<file path="src/rtl/tqvp_bus_arbiter.sv">
// rtl/tqvp_bus_arbiter.sv - two-requester round-robin arbiter and sequencer for the TinyQV peripheral bus
module tqvp_bus_arbiter #(
    parameter int ADDR_W  = 6,
    parameter int TIMEOUT = 255
) (
    input  logic              clk,
    input  logic              rst_n,
    input  logic              m0_req,
    input  logic              m0_rw,
    input  logic [ADDR_W-1:0] m0_addr,
    input  logic [31:0]       m0_wdata,
    input  logic [1:0]        m0_txn,
    output logic              m0_done,
    output logic [31:0]       m0_rdata,
    output logic              m0_err,
    input  logic              m1_req,
    input  logic              m1_rw,
    input  logic [ADDR_W-1:0] m1_addr,
    input  logic [31:0]       m1_wdata,
    input  logic [1:0]        m1_txn,
    output logic              m1_done,
    output logic [31:0]       m1_rdata,
    output logic              m1_err,
    output logic [ADDR_W-1:0] address,
    output logic [31:0]       data_in,
    output logic [1:0]        data_write_n,
    output logic [1:0]        data_read_n,
    input  logic [31:0]       data_out,
    input  logic              data_ready,
    output logic              busy
);

    typedef enum logic [1:0] {IDLE, WR, RD, DONE} state_t;

    state_t            state;
    logic              last_grant;
    logic              gid;
    logic [1:0]        txn_q;
    logic [7:0]        wait_cnt;
    logic [1:0]        done_q;
    logic [1:0]        err_q;
    logic [31:0]       rdata_q [2];

    logic              grant_valid;
    logic              grant_id;
    logic              sel_rw;
    logic [ADDR_W-1:0] sel_addr;
    logic [31:0]       sel_wdata;
    logic [1:0]        sel_txn;

    // On contention the requester that did not win last time is granted.
    always_comb begin
        grant_valid = m0_req | m1_req;
        grant_id    = (m0_req && m1_req) ? ~last_grant : m1_req;
        sel_rw      = grant_id ? m1_rw    : m0_rw;
        sel_addr    = grant_id ? m1_addr  : m0_addr;
        sel_wdata   = grant_id ? m1_wdata : m0_wdata;
        sel_txn     = grant_id ? m1_txn   : m0_txn;
    end

    function automatic logic [31:0] mask_rd(input logic [1:0] t, input logic [31:0] d);
        case (t)
            2'b00:   mask_rd = {24'd0, d[7:0]};
            2'b01:   mask_rd = {16'd0, d[15:0]};
            default: mask_rd = d;
        endcase
    endfunction

    always_ff @(posedge clk or negedge rst_n) begin
        if (!rst_n) begin
            state        <= IDLE;
            last_grant   <= 1'b1;
            gid          <= 1'b0;
            txn_q        <= 2'b11;
            wait_cnt     <= 8'd0;
            done_q       <= 2'b00;
            err_q        <= 2'b00;
            rdata_q[0]   <= 32'd0;
            rdata_q[1]   <= 32'd0;
            address      <= '0;
            data_in      <= 32'd0;
            data_write_n <= 2'b11;
            data_read_n  <= 2'b11;
        end else begin
            done_q <= 2'b00;
            case (state)
                IDLE: begin
                    if (grant_valid) begin
                        gid        <= grant_id;
                        last_grant <= grant_id;
                        txn_q      <= sel_txn;
                        address    <= sel_addr;
                        if (sel_txn == 2'b11) begin
                            done_q[grant_id]  <= 1'b1;
                            err_q[grant_id]   <= 1'b1;
                            rdata_q[grant_id] <= 32'd0;
                            state             <= DONE;
                        end else if (sel_rw) begin
                            data_in      <= sel_wdata;
                            data_write_n <= sel_txn;
                            state        <= WR;
                        end else begin
                            data_read_n <= sel_txn;
                            wait_cnt    <= 8'd0;
                            state       <= RD;
                        end
                    end
                end
                WR: begin
                    data_write_n <= 2'b11;
                    done_q[gid]  <= 1'b1;
                    err_q[gid]   <= 1'b0;
                    state        <= DONE;
                end
                RD: begin
                    // A response arriving on the timeout cycle still counts as data.
                    if (data_ready) begin
                        data_read_n  <= 2'b11;
                        rdata_q[gid] <= mask_rd(txn_q, data_out);
                        done_q[gid]  <= 1'b1;
                        err_q[gid]   <= 1'b0;
                        state        <= DONE;
                    end else if (wait_cnt == 8'(TIMEOUT - 1)) begin
                        data_read_n  <= 2'b11;
                        rdata_q[gid] <= 32'd0;
                        done_q[gid]  <= 1'b1;
                        err_q[gid]   <= 1'b1;
                        state        <= DONE;
                    end else begin
                        wait_cnt <= wait_cnt + 8'd1;
                    end
                end
                DONE: begin
                    state <= IDLE;
                end
                default: state <= IDLE;
            endcase
        end
    end

    // err is qualified by done so a stale flag never leaks outside the pulse.
    assign m0_done  = done_q[0];
    assign m1_done  = done_q[1];
    assign m0_err   = err_q[0] & done_q[0];
    assign m1_err   = err_q[1] & done_q[1];
    assign m0_rdata = rdata_q[0];
    assign m1_rdata = rdata_q[1];
    assign busy     = (state != IDLE);

endmodule
</file>
<file path="config.mk">
export PLATFORM = sky130hd
export DESIGN_NAME = tqvp_bus_arbiter
export DESIGN_NICKNAME = d
export VERILOG_FILES = /design/src/rtl/tqvp_bus_arbiter.sv
export SDC_FILE = /design/constraint.sdc
export NUM_CORES = 1
export LEC_CHECK = 0
export ABC_AREA = 1
export CAP_MARGIN = 5
export CELL_PAD_IN_SITES_DETAIL_PLACEMENT = 0
export CELL_PAD_IN_SITES_GLOBAL_PLACEMENT = 1
export CORE_MARGIN = 3
export CORE_UTILIZATION = 36
export DETAILED_ROUTE_END_ITERATION = 8
export PLACE_DENSITY = 0.95
export SYNTH_ARGS = -nofsm -noshare
export SYNTH_HDL_FRONTEND = slang
export SYNTH_SLANG_ARGS = --single-unit
</file>
<file path="constraint.sdc">
create_clock -name clk -period 2.65 [get_ports clk]
set_clock_uncertainty 0.05 [all_clocks]
set_input_delay 0.53 -clock clk [delete_from_list [all_inputs] [get_ports clk]]
set_output_delay 0.53 -clock clk [all_outputs]
set_load 0.005 [all_outputs]
</file>
==> Word level (Yosys, flattened, before mapping) <==
Index checks and enable logic that the tools add are counted.
{ "word_totals": {"wordCells": 122, "regBits": 124, "out_inout_bits": 111, "input_bits": 119} }
{ "op_classes": {"bitwise": 15, "eq_ne": 14, "n_lt_le_gt_ge": 8, "addsub": 1, "muxes": 52, "n_reduce_logical": 19} }
{ "op_table": {"columns": ["operator", "n"], "rows": [
  ["two-way mux 64 bit", 4],
  ["two-way mux 32 bit", 5],
  ["AND 64 bit", 2],
  ["NOT 64 bit", 2],
  ["case mux 64 bit (2 select lines)", 1],
  ["bitwise mux 64 bit", 1],
  ["demux 32 bit (select 1 bit)", 2],
  ["case mux 32 bit (2 select lines)", 1],
  ["two-way mux 2 bit", 20],
  ["two-way mux 8 bit", 5],
  ["case mux 8 bit (2 select lines)", 1],
  ["AND reduction 4 bit", 4],
  ["inequality test 2 bit, second input constant", 7],
  ["case mux 2 bit (3 select lines)", 2],
  ["adder 8 x 1 -> 8 bit, second input constant", 1],
  ["equality test 8 bit, second input constant", 1],
  ["case mux 2 bit (2 select lines)", 2],
  ["case mux 2 bit (4 select lines)", 1],
  ["equality test 2 bit, second input constant", 3],
  ["two-way mux 6 bit", 1],
  ["AND reduction 6 bit", 1],
  ["nonzero test 2 bit", 3],
  ["logical AND 1 bit", 5],
  ["AND reduction 5 bit", 1],
  ["18 further kinds", 33]
]} }

==> Logic depth before layout (Yosys ltp) <==
{ "logic_depth": {"ltp_word": 12, "mapped_depth": 12, "depth_no_buf": 11} }

==> Worst setup path after synthesis <==
No wires, ideal clock.
{ "synth_path": {"kind": "register to register", "startpoint": "reg state[0]", "endpoint": "reg rdata_q (netlist bit m1_rdata[16])", "path_stages_with_launch": 11, "synth_period_minus_slack_ns": 1.752, "path_buffers": 3, "arrival_ns": 1.636, "slack_ns": 0.898, "required_time_ns": 2.534, "setup_time_ns": 0.066, "cell_sequence": "dfrtp_1 -> inv_1 -> ha_1 -> buf_2 -> clkinv_1 -> buf_2 -> buf_1 -> nand3_1 -> nand2_1 -> nand4_1 -> nand2_1"} }
{ "synth_via": {"elab_chain_cells": 3, "word_cells_on_any_way": 8, "classes_between": "eq/ne: 4; mux: 1; reduce/logical: 3"} }
{ "synth_lines": {"columns": ["element", "line_no", "source"], "rows": [
  ["start: declaration", "35", "state_t state;"],
  ["start signal: assignment", "71", "state <= IDLE;"],
  ["start signal: assignment", "97", "state <= DONE;"],
  ["start signal: assignment", "101", "state <= WR;"],
  ["equality test 2 bit / zero test 2 bit (equally long branches)", "86", "case (state)"],
  ["inequality test 3 bit (no source line), or another cell as far along", null, null],
  ["AND reduction 4 bit (no source line)", null, null],
  ["end signal: indexed assignment", "119", "rdata_q[gid] <= mask_rd(txn_q, data_out);"],
  ["end: declaration", "42", "logic [31:0] rdata_q [2];"]
]} }
Several ways; a longest one is shown, not always the timed one.
A chain may end at the register's enable or synchronous reset.

==> Worst setup path in the final report <==
{ "layout_path": {"startpoint": "reg state[0]", "endpoint": "out busy"} }
{ "layout_via": {"elab_chain_cells": 1} }
{ "layout_lines": {"columns": ["element", "line_no", "source"], "rows": [
  ["nonzero test 2 bit", "148", "assign busy = (state != IDLE);"],
  ["end: declaration", "30", "output logic busy"]
]} }
No other way between the ends.

==> results.sh <==
export IMPL_status="completed"
export IMPL_stdcell_area_mm2=0.0107
export IMPL_drive_gt1_share_pct=6.83
export IMPL_synth_top_cells_by_area="dfrtp_1 39%, nand2_1 24%, nand3_1 7.7%"
export IMPL_grt_max_degree=65
export IMPL_crit_type="reg2out"
export IMPL_synth_cells=1061
export IMPL_hold_viol=0
export IMPL_syn_area_mm2=0.00744
export IMPL_cts_tree="done"
export IMPL_vias=8087
export IMPL_diodes=0
export IMPL_cp_end_kind="primary output"
export IMPL_synth_area_leader_cell="dfrtp_1"
export IMPL_place_gp_congestion=0.839
export IMPL_ys_seq_area_share_pct=41.8
export IMPL_avgSynthCellArea_um2=7.02
export IMPL_routed_via_density=5.21
export IMPL_max_freq_mhz=408
export IMPL_area_growth_syn_to_layout_pct=43.7
export IMPL_io_buffers=229
export IMPL_p_total_w=0.0110
export IMPL_synth_edf_count=0
export IMPL_ys_flop_type="dfrtp_1"
export IMPL_startpoint_type="flop"
export IMPL_grt_pass1_vias=7545
export IMPL_ir_worst_vdd_v=0.000517
export IMPL_async_flop_share_pct=100
export IMPL_relSlewSlack_pct=10.3
export IMPL_design_core_area_mm2=0.0199
export IMPL_n_fill_cell=1891
export IMPL_hp_class="reg2reg"
export IMPL_cts_made_buffers=17
export IMPL_place_area_mm2=0.0101
export IMPL_overflow=0
export IMPL_path_cells="inv_1, ha_1, inv_1, clkdlybuf4s50_1"
export IMPL_synth_commonest_cells="470 x nand2_1, 117 x dfrtp_1, 114 x nand3_1"
export IMPL_first_pass_iters=6
export IMPL_slew_viol_final=0
export IMPL_cp_num_buf_inv=3
export IMPL_post_route_util_pct=53.7
export IMPL_fp_dieArea_mm2=0.0224
export IMPL_dieWidth_um=150
export IMPL_ys_warn_count=0
export IMPL_grt_setup_unrepaired="false"
export IMPL_setup_viol=0
export IMPL_cpMostUsedCell="inv_1"
export IMPL_cap_viol_max_count=0
export IMPL_fp_dieH_um=150
export IMPL_start_util_pct=37.4
export IMPL_clk_latency_ns=0.42
export IMPL_grt_pass1_wl_um=41500
export IMPL_ant_nets=0
export IMPL_fin_crit_ns=2.45
export IMPL_drcViolationCount=0
export IMPL_grt_usage_pct=23.3
export IMPL_ctsLongestPathBuffers=2
export IMPL_synth_distinct_cells=28
export IMPL_clock_sinks=124
export IMPL_ys_seq_elements=124
export IMPL_slowest_stage="clkdlybuf4s50_1"
export IMPL_antenna_found_initial=0
export IMPL_hpwl_um=18500
export IMPL_yosysTopAreaCellShare_pct=39.3
export IMPL_leakage_nw=5.22
export IMPL_synth_nets=1186
export IMPL_route_detailed_wl_per_inst_um=17.1
export IMPL_root_buffer="clkbuf_16"
export IMPL_worst_pin_slew_ns=1.34
export IMPL_yosysMostFrequentCell="nand2_1"
export IMPL_clk_pin_slew_ns=0.06
export IMPL_rows=51
export IMPL_drtIter0Drc=827
export IMPL_htreeDepth=4
export IMPL_boundaryPins=230
export IMPL_cp_arrival_ns=1.87
export IMPL_crit_family="buffers and inverters"
export IMPL_max_stage_delay_ns=0.54
export IMPL_crit_fanout=6
export IMPL_finalWirelength_um=26500
export IMPL_ctsResizeCount=0
export IMPL_powerDensity_mw_per_mm2=1030
export IMPL_nNetsFinal=1400
export IMPL_required_ns=2.07
export IMPL_period_share_pct=92.4
[timing repair]
item | in CTS | in global routing
endpoints found under the hold margin | 10 | 0
hold buffers | 1 | 0
buffers inserted | 0 | 0
[cell usage in the layout (no fill, tap or decap), types with 2 or more instances in the layout]
master	n
mux2i_1	32
xor2_1	2
buf_12	6
buf_4	30
dfstp_2	7
xnor2_1	2
inv_6	2
ha_1	5
bufinv_16	3
o21ai_0	86
a21oi_1	11
nor2_1	25
nand2_1	470
clkinv_2	4
o21ai_1	2
inv_2	2
dfrtp_1	117
inv_1	36
clkinvlp_4	5
clkdlybuf4s50_1	228
nand3_1	114
nand4_1	66
nor2_2	4
clkbuf_16	17
[per-layer routing]
layer  wire length [um]  GRT usage [%]  share of wire, %
met4                404           6.54               1.5
met5                  0              0                 0
met2              12000           36.7                45
met3               2830           6.24                11
met1              11300           31.9                43
[flip-flops by register name, summed over array words and instances, names as in the netlist]
register / flops
m0_rdata: 32
txn_q: 2
wait_cnt: 8
err_q: 2
data_in: 32
state: 2
data_write_n: 2
last_grant: 1
gid: 1
data_read_n: 2
m1_rdata: 32
address: 6
done_q: 2
[worst reg2reg max path: stages, from the launching register on]
cell     delay [ns]
dfrtp_1        0.38
inv_1          0.09
ha_2           0.25
nor2_1         1.03
nand2_1        0.12
nand3_1        0.14
nand4_1        0.09
nand2_1        0.07
[final timing paths]
path                                startpoint             end  slack, ns  cells past startpoint
worst min register to register  data_read_n[0]  data_read_n[0]       0.41                      2
worst max register to register        state[0]     m0_rdata[4]       0.36                      7
worst max-delay path                  state[0]            busy       0.20                      4
max in group asynchronous                rst_n  data_read_n[0]       1.26                      3
min in group asynchronous                rst_n     m1_rdata[2]       0.54                      2
worst min-delay path            data_read_n[0]  data_read_n[0]       0.41                      2
[where the power goes]
| part | internal, W | leakage [nW] | switching (W) |
|---|---|---|---|
| clock network | 0.00151 | 0.285 | 0.000934 |
| registers | 0.00262 | 1.63 | 0.000623 |
| logic | 0.00231 | 3.31 | 0.00306 |
| total | 0.00643 | 5.22 | 0.00462 |
[metrics by stage]
stage	hold WS [ns]	TNS, ns	worst slack, ns	std cells
3_3_place_gp	0.399	-0.182	-0.0466	1520
3_5_place_dp	0.402	-0.634	-0.0731	1520
6_report	0.408	0	0.201	1553
5_1_grt	0.420	0	0.0748	1553
4_1_cts	0.411	0	0.174	1553
2_1_floorplan	0.184	0	0.898	1061
[final cells by class]
| class | count | area (um^2) | area share [%] |
|---|---|---|---|
| repair buffers | 266 | 2650 | 24.8 |
| multi-input cells | 826 | 3850 | 36.0 |
| clock inverters | 14 | 169 | 1.58 |
| clock buffers | 18 | 439 | 4.11 |
| inverters | 40 | 151 | 1.42 |
| well taps | 265 | 332 | 3.10 |
| flip-flops and latches | 124 | 3110 | 29.1 |
[cell families (layout without fill, tap and decap cells)]
family | Yosys count | in the layout | synth area share [%]
AOI/OAI and AO/OA | 101 | 101 | 6.91
xor gates and xnor gates | 4 | 4 | 0.471
adders and majority gates | 6 | 6 | 1.01
buffers and inverters | 111 | 338 | 6.66
DFF | 124 | 124 | 41.8
muxes | 32 | 32 | 4.30
and+or+nand+nor | 683 | 683 | 38.8
Note: power is estimated with default switching activity, not from simulation.
